===== src/rtl/dna_reader_if.sv =====
// dna_reader_if: host-side status/request signals plus the DNA_PORT strobe/data
// pins, bundled so the controller and its environment connect with one port.
// master = the dna_reader controller, slave = host logic / DNA_PORT side.
interface dna_reader_if #(
    parameter int DNA_WIDTH = 57
) ();
    logic                 start;
    logic                 busy;
    logic                 valid;
    logic [DNA_WIDTH-1:0] dna;
    logic                 dna_absent;
    logic                 dna_read;
    logic                 dna_shift;
    logic                 dna_din;
    logic                 dna_dout;

    modport master (
        input  start,
        input  dna_dout,
        output busy,
        output valid,
        output dna,
        output dna_absent,
        output dna_read,
        output dna_shift,
        output dna_din
    );

    modport slave (
        output start,
        output dna_dout,
        input  busy,
        input  valid,
        input  dna,
        input  dna_absent,
        input  dna_read,
        input  dna_shift,
        input  dna_din
    );
endinterface


===== src/rtl/dna_reader.sv =====
// dna_reader: drives DNA_PORT READ/SHIFT, captures DOUT MSB-first into a
// DNA_WIDTH-bit word and presents it valid-qualified and stable.
// DIN loops back DOUT so a full read rotates the primitive back to its
// original contents; reads are repeatable.
// Optional macro DNA_READER_ABSENT_DETECT_EN: registers an all-zero flag on
// dna_absent at capture completion; without it dna_absent is tied low.
module dna_reader #(
    parameter int DNA_WIDTH  = 57,
    parameter bit AUTO_START = 1'b1
) (
    input logic          CLK,
    input logic          RST_N,
    dna_reader_if.master bus
);
    localparam int CW = (DNA_WIDTH > 1) ? $clog2(DNA_WIDTH) : 1;

    typedef enum logic [1:0] {IDLE, LOAD, SHIFT, DONE} state_t;

    state_t               state_q, state_d;
    logic [CW-1:0]        cnt_q, cnt_d;
    logic [DNA_WIDTH-1:0] sr_q, sr_d;
    logic [DNA_WIDTH-1:0] dna_q, dna_d;
    logic                 valid_q, valid_d;
    logic                 auto_q, auto_d;
    logic [DNA_WIDTH-1:0] sr_shifted;
    logic                 last_bit;

    // Shift register with the incoming DOUT bit appended at the LSB
    if (DNA_WIDTH == 1) begin : g_w1
        assign sr_shifted = bus.dna_dout;
    end else begin : g_wn
        assign sr_shifted = {sr_q[DNA_WIDTH-2:0], bus.dna_dout};
    end

    assign last_bit = (cnt_q == CW'(DNA_WIDTH - 1));

    // Next-state: sequence IDLE/DONE -> LOAD -> SHIFT x DNA_WIDTH -> DONE
    always_comb begin
        state_d = state_q;
        cnt_d   = cnt_q;
        sr_d    = sr_q;
        dna_d   = dna_q;
        valid_d = valid_q;
        auto_d  = 1'b0;   // auto-launch only ever applies to the first edge
        case (state_q)
            IDLE: begin
                if (bus.start || auto_q) begin
                    state_d = LOAD;
                    valid_d = 1'b0;
                end
            end
            LOAD: begin
                state_d = SHIFT;
                cnt_d   = '0;
            end
            SHIFT: begin
                sr_d = sr_shifted;
                if (last_bit) begin
                    // whole word lands at once so dna never shows a partial read
                    dna_d   = sr_shifted;
                    valid_d = 1'b1;
                    cnt_d   = '0;
                    state_d = DONE;
                end else begin
                    cnt_d = cnt_q + 1'b1;
                end
            end
            DONE: begin
                if (bus.start) begin
                    state_d = LOAD;
                    valid_d = 1'b0;
                end
            end
            default: state_d = IDLE;
        endcase
    end

    // State and datapath registers
    always_ff @(posedge CLK or negedge RST_N) begin
        if (!RST_N) begin
            state_q <= IDLE;
            cnt_q   <= '0;
            sr_q    <= '0;
            dna_q   <= '0;
            valid_q <= 1'b0;
            auto_q  <= AUTO_START;
        end else begin
            state_q <= state_d;
            cnt_q   <= cnt_d;
            sr_q    <= sr_d;
            dna_q   <= dna_d;
            valid_q <= valid_d;
            auto_q  <= auto_d;
        end
    end

`ifdef DNA_READER_ABSENT_DETECT_EN
    logic absent_q, absent_d;

    // Zero-detect sampled together with dna at capture completion
    always_comb begin
        absent_d = absent_q;
        if (state_q == SHIFT && last_bit) absent_d = (sr_shifted == '0);
    end

    // Absent flag register
    always_ff @(posedge CLK or negedge RST_N) begin
        if (!RST_N) absent_q <= 1'b0;
        else        absent_q <= absent_d;
    end

    assign bus.dna_absent = absent_q;
`else
    assign bus.dna_absent = 1'b0;
`endif

    // Strobes decoded from registered state only: no input-to-pin path
    assign bus.dna_read  = (state_q == LOAD);
    assign bus.dna_shift = (state_q == SHIFT);
    assign bus.busy      = (state_q == LOAD) || (state_q == SHIFT);
    assign bus.valid     = valid_q;
    assign bus.dna       = dna_q;
    assign bus.dna_din   = bus.dna_dout;
endmodule

===== src/flat_wrapper.sv =====
// flat-port wrapper written by rule: the top's interface ports become plain ports
module dna_reader_flat 
#(
    parameter int DNA_WIDTH  = 57,
    parameter bit AUTO_START = 1'b1
)
  (CLK, RST_N, bus_start, bus_dna_dout, bus_busy, bus_valid, bus_dna, bus_dna_absent, bus_dna_read, bus_dna_shift, bus_dna_din);
  dna_reader_if #(.DNA_WIDTH(DNA_WIDTH)) bus_i ();
  input logic CLK;
  input logic RST_N;
  input wire logic [$bits(bus_i.start)-1:0] bus_start;
  input wire logic [$bits(bus_i.dna_dout)-1:0] bus_dna_dout;
  output wire logic [$bits(bus_i.busy)-1:0] bus_busy;
  output wire logic [$bits(bus_i.valid)-1:0] bus_valid;
  output wire logic [$bits(bus_i.dna)-1:0] bus_dna;
  output wire logic [$bits(bus_i.dna_absent)-1:0] bus_dna_absent;
  output wire logic [$bits(bus_i.dna_read)-1:0] bus_dna_read;
  output wire logic [$bits(bus_i.dna_shift)-1:0] bus_dna_shift;
  output wire logic [$bits(bus_i.dna_din)-1:0] bus_dna_din;
  assign bus_i.start = bus_start;
  assign bus_i.dna_dout = bus_dna_dout;
  assign bus_busy = bus_i.busy;
  assign bus_valid = bus_i.valid;
  assign bus_dna = bus_i.dna;
  assign bus_dna_absent = bus_i.dna_absent;
  assign bus_dna_read = bus_i.dna_read;
  assign bus_dna_shift = bus_i.dna_shift;
  assign bus_dna_din = bus_i.dna_din;
  dna_reader #(.DNA_WIDTH(DNA_WIDTH), .AUTO_START(AUTO_START)) u_core (.CLK(CLK), .RST_N(RST_N), .bus(bus_i));
endmodule

===== config.mk =====
export PLATFORM = sky130hd
export DESIGN_NAME = dna_reader_flat
export DESIGN_NICKNAME = d
export VERILOG_FILES = /design/src/rtl/dna_reader_if.sv /design/src/rtl/dna_reader.sv /design/src/flat_wrapper.sv
export SDC_FILE = /design/constraint.sdc
export NUM_CORES = 1
export LEC_CHECK = 0
export BUFFER_PORTS_ARGS = -buffer_cell sky130_fd_sc_hd__buf_4
export CORE_AREA = 10 10 105 107
export CTS_CLUSTER_DIAMETER = 30
export CTS_CLUSTER_SIZE = 14
export DETAILED_ROUTE_END_ITERATION = 7
export DIE_AREA = 0 0 115 117
export PLACE_DENSITY = 0.74
export SYNTH_ARGS = -nofsm -noshare
export SYNTH_HDL_FRONTEND = slang
export SYNTH_SLANG_ARGS = --single-unit

===== constraint.sdc =====
create_clock -name CLK -period 2.5 [get_ports CLK]
set_clock_uncertainty 0.15 [all_clocks]
set_input_delay 0.375 -clock CLK [delete_from_list [all_inputs] [get_ports CLK]]
set_output_delay 0.375 -clock CLK [all_outputs]
set_load 0.01 [all_outputs]

-- Word-level counts from Yosys, hierarchy flattened
Cells that the tools add are included.
W data, S select, Z words.
- flip-flop bits (word level): 123
- input port bits: 4
- output and inout bits: 63
- logic and storage cells: 32
- add/sub/neg operators: 1
- eq/ne operators: 7
- multiplexer cells: 10
- reductions and logical operators: 8
- operators with widths (kind ; count):
    $pmux W6 S2 ; 1
    $pmux W2 S4 ; 1
    $add A6 B1 Y6 const B ; 1
    $eq A6 B6 Y1 const B ; 1
    $mux W2 ; 3
    $mux W6 ; 1
    $eq A2 B2 Y1 const B ; 2
    $ne A2 B1 Y1 const B ; 2
    $reduce_and A4 Y1 ; 1
    $mux W1 ; 3
    $pmux W1 S3 ; 1
    $reduce_and A3 Y1 ; 1
    $reduce_bool A3 Y1 ; 1
    $eq A2 B1 Y1 const B ; 1
    $logic_not A2 Y1 ; 1
    $logic_or A1 B1 Y1 ; 2
    $ne A2 B2 Y1 const B ; 1
    $reduce_and A2 Y1 ; 1
    $reduce_bool A2 Y1 ; 1

-- Depth between registers and ports, before layout
Gate-level depths: netlist of run 1.
- depth after elaboration: 3
- mapped depth: 8
- depth with buffers taken out: 6

-- Least setup slack after synthesis of run 1
Ideal clock, no wire load.
- path type: reg2reg
- start point: reg u_core.state_q[0]
- end point: reg u_core.dna_q[10], in the netlist u_core.bus.dna[10]
- library setup time: 125 ps
- data arrival time: 1723 ps
- required time: 2225 ps
- slack: 502 ps
- cell stages (with the launch flop): 9
- clock period less this slack: 1998 ps
- path through: dfrtp_1 -> inv_1 -> ha_1 -> clkbuf_1 -> inv_1 -> nor2_8 -> buf_12 -> buf_12 -> mux2_4
- word-level cells in the longest chain between the ends: 2
- ends and longest elaborated chain (what ; RTL line ; source):
    start: declaration ; dna_reader.sv:19 ; state_t state_q, state_d;
    start signal: assignment ; dna_reader.sv:88 ; state_q <= state_d;
    $eq A2 B2 Y1 ; - ;
    named net bus_dna_shift ; flat_wrapper.sv:18 ; output wire logic [$bits(bus_i.dna_shift)-1:0] bus_dna_shift;
    $reduce_and A2 Y1 (no source line) ; - ;
    end signal: assignment ; dna_reader.sv:91 ; dna_q <= dna_d;
    end: declaration ; dna_reader.sv:22 ; logic [DNA_WIDTH-1:0] dna_q, dna_d;
The timed path passes the listed nets, and every way through them passes these cells.
A chain may end at the register's enable or synchronous reset.

-- Worst setup path after layout of run 1
- start point: reg u_core.state_q[0]
- end point: out bus_dna_shift
- word-level cells in the longest chain between the ends: 1
- ends and longest elaborated chain (what ; RTL line ; source):
    $eq A2 B2 Y1 ; dna_reader.sv:119 ; assign bus.dna_shift = (state_q == SHIFT);
    end: declaration ; flat_wrapper.sv:18 ;
Every way passes these cells.

==> impl_metrics.yaml, run 1 <==
pwr:
  p_leak_nw: 3.052
  p_per_area_mw_per_mm2: 753.3
  ir_drop_mv: 0.5510
  p_total_mw: 4.633
critical_path:
  worst_setup_path_start_kind: "flop"
  crit_type: "flop to output port"
  worst-path-max-fanout: 59
  arrival_ns: 1.72
  critPathCaptureType: "output port"
  cp_data_required_time_ns: 1.98
route:
  vias: 2605
  final_antenna_net_count: 0
  met1_length_um: 3662
  top_layer_used: "met4"
  drt_iter0_markers: 76
  met3WireLength_um: 644
  wl_per_cell_um: 16.80
  drc: 0
  dr_wl_met2_um: 4011
  firstDrtPassIters: 4
  wl_um: 8399
  avgViaCountPerCell: 5.210
cts:
  clk_pin_slew_ns: 0.05
  cts_tree: "yes"
  cts-root-buf: "clkbuf_8"
  htreeDepth: 4
  cts.repair.resized: 0
  cts_buffers: 17
  clock-sinks: 123
  clock_latency_ns: 0.50
  cts.path.max_buffers: 2
floorplan:
  rows: 35
  start_util_pct: 54.88
  core-area_mm2: 0.009021
  die_h_um: 117
  ioPinCount: 67
  die_w_um: 115
  die_area_mm2: 0.01346
final_layout:
  antenna_cells: 0
  postLayoutCoreUtil_pct: 68.17
  nets: 387
  drive_above_1_share_pct: 56.56
  area_growth_pct: 24.21
logic_synthesis:
  synth_edf_count: 0
  syn_inst: 299
  synthTopCellsByArea: "dfrtp_1, mux2_2, mux2_4, ha_1, buf_12"
  avgSynthCellArea_um2: 16.56
  synthTopCellsByCount: "dfrtp_1, mux2_2, mux2_4"
  synth_ff_type: "dfrtp_1"
  syn-cell-area_mm2: 0.004951
  synth_most_common_cell: "dfrtp_1"
  synthArstFlopShare_pct: 100.0
  ys_seq_area_share_pct: 62.19
  synth_top_cell_by_area: "dfrtp_1"
  synth_top_area_share_pct: 61.66
  synth_cell_types: 29
  yosys_register_bits: 123
  yosysWarnings: 0
sta:
  slew_violations: 0
  final.setup.tns_ns: 0
  post-route-period-util_pct: 89.64
  final.min_clock_period_ns: 2.241
  tightest_slew_ns: 0.6454
  fmax_ghz: 0.4462
  rsz0062_at_grt: "false"
  hold_violations: 0
  slew_headroom_pct: 56.97
  hold_slack_ns: 0.07064
  setup_violations: 0
grt:
  antenna_found_initial: 0
  grt_pass1_wl_um: 14190
  overflow: 0
  grt_usage_pct: 13.17
  grt_pass1_vias: 2863
  grt_max_degree: 60
min_path:
  hold_path_class: "input port to flop"
status:
  outcome: "finished, final reports clean"
place:
  gp_congestion: 0.7454
  dpl.hpwl_um: 5513
  numPortBuffers: 65
job:
  maxCapViolCount: 0
stage by stage:
stage	cells	worst slack [ns]	cell area, um2
after global placement	466	0.4758	5523
after detailed placement	466	0.4092	5523
after floorplan	300	0.5020	4955
final	500	0.2589	6150
after global routing	500	0.1339	6150
after CTS	500	0.2015	6150
layout by cell type (no fill, tap or decap), drive strengths merged:
cell type    instances
dfrtp              122
mux2               114
buf                 71
clkbuf              21
inv                  8
ha                   7
nand2                6
a21oi                5
bufinv               4
clkinv               4
nand3                3
o21ai                3
nand2b               2
mux2i                2
o31ai                2
conb                 2
clkinvlp             2
dlygate4sd3          2
nor2                 2
and4b                1
nor4                 1
nand4                1
xor2                 1
or2                  1
xnor2                1
dfstp                1
power breakdown:
part | leakage (nW) | switching, mW | internal (mW)
sequential | 1.59 | 0.0303 | 2.04
combinational | 1.17 | 0.0509 | 0.0428
clock | 0.292 | 0.831 | 1.64
what timing repair did:
| action | in CTS | in global routing |
|---|---|---|
| hold buffers | 2 | 0 |
| endpoints found under the hold margin | 49 | 0 |
| buffers inserted | 0 | 0 |
sequential cells by signal, indices dropped and copies added (netlist names):
name,cells
u_core.state_q,2
u_core.bus.dna,57
u_core.bus.valid,1
u_core.cnt_q,6
u_core.auto_q,1
u_core.sr_q,56
layout make-up:
| class | instances | area (um2) |
|---|---|---|
| clock inverters | 11 | 167.7 |
| fillers | 614 | 2872 |
| well taps | 111 | 138.9 |
| clock buffers | 21 | 439.2 |
| flip-flops and latches | 123 | 3079 |
| multi-input cells | 154 | 1708 |
| inverters | 7 | 26.28 |
| repair buffers | 73 | 590.6 |
logic make-up (layout without fill, tap and decap cells):
kind of cell	count (synthesis)	after routing	synth area share (%)
flops	123	123	62.19
other cells	1	2	0.07574
xor+xnor	2	2	0.3539
buf+inv	23	112	3.437
compound gates	10	10	1.188
fa+ha+maj	7	7	1.769
mux	116	116	28.68
simple gates	17	17	2.300
metal layers:
layer	vias to the layer above	GRT usage, %
met5	-	0
met4	0	5.198
met3	9	5.657
met2	59	21.06
met1	1340	15.36
li1	1197	-
worst paths after layout:
check / end / slack [ns] / start / cells past startpoint
setup / recovery: bus_dna_shift / 0.26 / u_core.state_q[0] / 4
hold / removal: u_core.bus.valid / 0.07 / bus_start / 3
setup reg to reg: u_core.bus.dna[24] / 0.40 / u_core.cnt_q[0] / 7
hold reg to reg: u_core.bus.dna[36] / 0.36 / u_core.bus.dna[36] / 1
max in group asynchronous: u_core.sr_q[39] / 1.18 / RST_N / 3
min in group asynchronous: u_core.sr_q[11] / 0.29 / RST_N / 2
critical path, stage by stage, from the launching register on:
cell and delay, ns:
dfrtp_1 0.41, inv_1 0.11, ha_2 0.22, buf_12 0.28, buf_4 0.19
Power figures use the tool's default switching activity.
==> run 2, diff against run 1 <==
--- a/config.mk
+++ b/config.mk
@@ -11,7 +11,7 @@
 export CTS_CLUSTER_SIZE = 14
 export DETAILED_ROUTE_END_ITERATION = 7
 export DIE_AREA = 0 0 115 117
-export PLACE_DENSITY = 0.74
+export PLACE_DENSITY = 0.77
 export SYNTH_ARGS = -nofsm -noshare
 export SYNTH_HDL_FRONTEND = slang
 export SYNTH_SLANG_ARGS = --single-unit
==> run 2 against run 1 <==
  * Routed wire length up 1.8%
  * Register-to-register slack better by 0.02 ns
  * Sequential share of layout area is 0.11 points lower
  * Critical path type unchanged
==> impl_metrics.yaml, run 2 (synthesis gave the netlist of run 1 again) <==
min_path:
  holdPathStages: 3
  hold_path_class: "input port to flop"
critical_path:
  crit_type: "flop to output port"
  critPathBufInv: 3
  cp_data_required_time_ns: 1.98
  path_delay_family: "buffers and inverters"
  slowest_stage: "dfrtp_1"
  cp.depth: 4
  arrival_ns: 1.73
  worst_setup_path_start_kind: "flop"
  crit_chain: "inv_1, ha_2, buf_12, buf_4"
  worst-path-max-fanout: 59
  critPathCaptureType: "output port"
  cp_slowest_stage_delay_ns: 0.41
  reg2reg_depth: 7
final_layout:
  design_area_mm2: 0.006163
  mostFrequentLayoutCells: "dfrtp_1, mux2_2, buf_4, mux2_4, clkbuf_16"
  area_growth_pct: 24.49
  nets: 388
  largest_reg_flops: 57
  stdcell_count: 500
  drive_above_1_share_pct: 57.33
  layout_commonest_cell: "dfrtp_1"
  antenna_cells: 0
cts:
  clock_latency_ns: 0.50
  clock-sinks: 123
  cts.path.max_buffers: 2
  cts-root-buf: "clkbuf_8"
  htreeDepth: 4
  cts_tree: "yes"
  cts.repair.resized: 0
  cts_buffers: 17
  clk_pin_slew_ns: 0.05
sta:
  hold_violations: 0
  slew_violations: 0
  post-route-period-util_pct: 90.18
  setup_violations: 0
  final.min_clock_period_ns: 2.255
  fmax_ghz: 0.4436
  rsz0062_at_grt: "false"
  worst_slack_ns: 0.2455
  final.setup.tns_ns: 0
floorplan:
  rows: 35
  die_w_um: 115
  core-area_mm2: 0.009021
  start_util_pct: 54.88
  die_h_um: 117
  ioPinCount: 67
  die_area_mm2: 0.01346
place:
  gp_congestion: 0.7183
  dpl.hpwl_um: 5476
  numPortBuffers: 65
  place_ws_ns: 0.4367
  dpl_cell_area_mm2: 0.005530
  placedCellCount: 467
grt:
  grt_max_degree: 60
  grtUsageMet1_pct: 16.36
  grt_pass1_vias: 2864
  grt_usage_pct: 13.62
  overflow: 0
  grt-busiest-layer: "met2"
  grt_pass1_wl_um: 14390
  antenna_found_initial: 0
  gr-usage-met3_pct: 6.269
  met2_usage_pct: 20.87
pwr:
  power.net_switching_uw: 914.9
  p_comb_share_pct: 2.1
  p_leak_nw: 3.060
  ir_drop_mv: 0.4688
  p_total_mw: 4.652
  pwr-share-clk_pct: 53.5
  switching_share_pct: 19.67
  p_per_area_mw_per_mm2: 754.8
  seqPwrFrac_pct: 44.4
  internal_power_mw: 3.737
route:
  drc: 0
  avgViaCountPerCell: 5.176
  wl_per_cell_um: 17.10
  vias: 2588
  final_antenna_net_count: 0
  firstDrtPassIters: 3
  drt_iter0_markers: 82
  wl_um: 8552
status:
  outcome: "finished, final reports clean"
job:
  maxCapViolCount: 0
-- run 2: layout make-up --
class	count	area (um2)
well taps	111	138.9
clock buffers	19	441.7
repair buffers	74	598.1
fillers	622	2858
multi-input cells	154	1708
inverters	7	26.28
clock inverters	12	171.4
flip-flops and latches	123	3079
-- run 2: power groups by stage --
stage | sequential, mW | combinational [mW] | clock, mW
after floorplan | 2.09 | 0.0406 | 0
after global placement | 2.10 | 0.0927 | 0
after detailed placement | 2.10 | 0.0962 | 0
after CTS | 2.07 | 0.100 | 2.54
after global routing | 2.07 | 0.110 | 2.65
final | 2.07 | 0.0957 | 2.49
-- run 2: through the flow --
stage                     util [%]  hold slack (ns)
after global placement       61.30           0.1997
after floorplan                  -         -0.07059
after CTS                    68.32          0.04655
final                        68.32          0.07054
after global routing         68.32          0.06606
after detailed placement     61.30           0.2048
-- run 2: worst reg2reg max path: cells and delay by family (launching register included) --
kind	cells	cell delay, ns
AND/OR/NAND/NOR	3	0.46
multiplexers	1	0.42
flip-flops	1	0.39
buffers and inverters	2	0.38
adder cells (fa/ha/maj)	1	0.17
-- run 2: what timing repair did --
item	CTS	global route
hold buffers	2	0
hold endpoints to repair	32	0
setup buffers	0	0
endpoints found under the setup margin	0	0
-- run 2: final timing paths --
| path | startpoint | endpoint | slack [ns] |
|---|---|---|---|
| min reg2reg | u_core.bus.dna[40] | u_core.bus.dna[40] | 0.36 |
| min | bus_start | u_core.bus.valid | 0.07 |
| min in group asynchronous | RST_N | u_core.sr_q[13] | 0.21 |
| max in group asynchronous | RST_N | u_core.auto_q | 1.32 |
| max | u_core.state_q[0] | bus_dna_shift | 0.25 |
| max reg2reg | u_core.cnt_q[0] | u_core.bus.dna[55] | 0.42 |
-- run 2: layer usage --
| layer | share of wire, % | up-vias |
|---|---|---|
| li1 | - | 1200 |
| met1 | 44 | 1329 |
| met2 | 49 | 55 |
| met3 | 6.6 | 4 |
| met4 | 0.65 | 0 |
| met5 | 0 | - |
==> run 3, diff against run 2 <==
--- a/config.mk
+++ b/config.mk
@@ -6,12 +6,16 @@
 export NUM_CORES = 1
 export LEC_CHECK = 0
 export BUFFER_PORTS_ARGS = -buffer_cell sky130_fd_sc_hd__buf_4
-export CORE_AREA = 10 10 105 107
+export CELL_PAD_IN_SITES_DETAIL_PLACEMENT = 0
+export CELL_PAD_IN_SITES_GLOBAL_PLACEMENT = 1
+export CORE_AREA = 10 10 113 115
 export CTS_CLUSTER_DIAMETER = 30
 export CTS_CLUSTER_SIZE = 14
 export DETAILED_ROUTE_END_ITERATION = 7
-export DIE_AREA = 0 0 115 117
-export PLACE_DENSITY = 0.77
+export DIE_AREA = 0 0 123 125
+export PLACE_DENSITY_LB_ADDON = 0.1
+export RECOVER_POWER = 25
+export SKIP_CTS_REPAIR_TIMING = 1
 export SYNTH_ARGS = -nofsm -noshare
 export SYNTH_HDL_FRONTEND = slang
 export SYNTH_SLANG_ARGS = --single-unit
==> run 3 against run 2 <==
  * Power shrank 3.7%
  * Combinational power down 6.7%
  * Routed wire length down 0.81%
  * Count of clock-buffer cells in the layout did not move
  * Critical endpoint unchanged
  * Final cell count up 5.8%
  * Sequential power hardly changed
  * Global-route usage fell by 2.1 points
  * Cell area shrank 0.37%
  * Critical path depth unchanged
==> impl_metrics.yaml, run 3 (synthesis gave the netlist of run 1 again) <==
status:
  outcome: "finished, final reports clean"
sta:
  post-route-period-util_pct: 91.51
  fmax_ghz: 0.4371
  rsz0062_at_grt: "false"
  slew_headroom_pct: 42.20
  tightest_slew_ns: 0.8669
  final.min_clock_period_ns: 2.288
  setup_violations: 0
  final.setup.tns_ns: 0
  slew_violations: 0
  hold_violations: 0
route:
  final_antenna_net_count: 0
  wl_um: 8483
  avgViaCountPerCell: 4.888
  firstDrtPassIters: 4
  wl_per_cell_um: 16.04
  vias: 2586
  drt_iter0_markers: 85
  drc: 0
grt:
  grt_pass1_wl_um: 14240
  overflow: 0
  grt_usage_pct: 11.54
  grt_max_degree: 56
  grt_pass1_vias: 2733
  antenna_found_initial: 0
final_layout:
  largest_reg_flops: 57
  nets: 387
  area_growth_pct: 24.03
  antenna_cells: 0
  drive_above_1_share_pct: 57.07
  layout_commonest_cell: "dfrtp_1"
  mostFrequentLayoutCells: "dfrtp_1, mux2_2, buf_4, mux2_4, clkbuf_16"
floorplan:
  core-area_mm2: 0.01060
  die_w_um: 123
  die_h_um: 125
  start_util_pct: 46.70
  rows: 38
  ioPinCount: 67
  die_area_mm2: 0.01538
pwr:
  p_leak_nw: 3.027
  p_total_mw: 4.479
  p_per_area_mw_per_mm2: 729.3
  ir_drop_mv: 0.4438
job:
  maxCapViolCount: 0
cts:
  cts-root-buf: "clkbuf_8"
  clock-sinks: 123
  clk_pin_slew_ns: 0.06
  htreeDepth: 4
  cts_tree: "yes"
  clock_latency_ns: 0.50
  cts.path.max_buffers: 2
  cts_buffers: 17
place:
  dpl.hpwl_um: 5580
  gp_congestion: 0.7486
  numPortBuffers: 65
critical_path:
  reg2reg_depth: 7
  crit_type: "flop to output port"
  crit_path_start: "u_core.state_q[0]"
  critPathCaptureType: "output port"
  regToRegStartpoint: "u_core.cnt_q[0]"
  worst_setup_path_start_kind: "flop"
  arrival_ns: 1.76
  cp_data_required_time_ns: 1.98
  worst-path-max-fanout: 38
min_path:
  hold_path_class: "input port to flop"
  min_from: "bus_start"
  holdPathStages: 3
-- run 3: final timing paths --
path | slack, ns | end
setup reg to reg | 0.50 | u_core.bus.dna[34]
hold reg to reg | 0.35 | u_core.sr_q[55]
setup / recovery | 0.21 | bus_dna_shift
hold / removal | 0.08 | u_core.bus.valid
min in group asynchronous | 0.37 | u_core.bus.dna[11]
max in group asynchronous | 0.51 | u_core.bus.dna[55]
-- run 3: stage by stage --
stage | hold WS [ns] | worst slack [ns] | instances | utilization [%] | area (um2)
3_3_place_gp | 0.2035 | 0.5478 | 495 | 52.43 | 5559
2_1_floorplan | -0.07059 | 0.5020 | 300 | - | 4955
5_1_grt | 0.07043 | 0.09097 | 529 | 57.92 | 6141
6_report | 0.07616 | 0.2122 | 529 | 57.92 | 6141
3_5_place_dp | 0.2117 | 0.5150 | 495 | 52.43 | 5559
4_1_cts | -0.3330 | 0.02960 | 527 | 57.84 | 6132
-- run 3: area by class of cell --
class,count,area [um2]
flip-flops and latches,123,3079
inverters,7,26.28
clock inverters,13,141.4
clock buffers,19,431.7
repair buffers,73,579.3
well taps,140,175.2
multi-input cells,154,1708
fillers,869,4462
-- run 3: critical path: stages (launching register included) --
cell	delay (ns)
dfrtp_1	0.41
inv_1	0.11
ha_2	0.21
buf_6	0.33
buf_4	0.19
-- run 3: metal layers --
| metal | vias to the layer above | wire length (um) | global-route usage (%) |
|---|---|---|---|
| met5 | - | 0 | 0 |
| met4 | 0 | 78 | 3.907 |
| met3 | 6 | 505 | 5.221 |
| met2 | 47 | 3976 | 16.70 |
| met1 | 1328 | 3922 | 15.02 |
| li1 | 1205 | - | - |
-- run 3: power by group --
| part | switching (mW) | internal, mW |
|---|---|---|
| clock | 0.876 | 1.45 |
| combinational | 0.0505 | 0.0389 |
| sequential | 0.0295 | 2.03 |
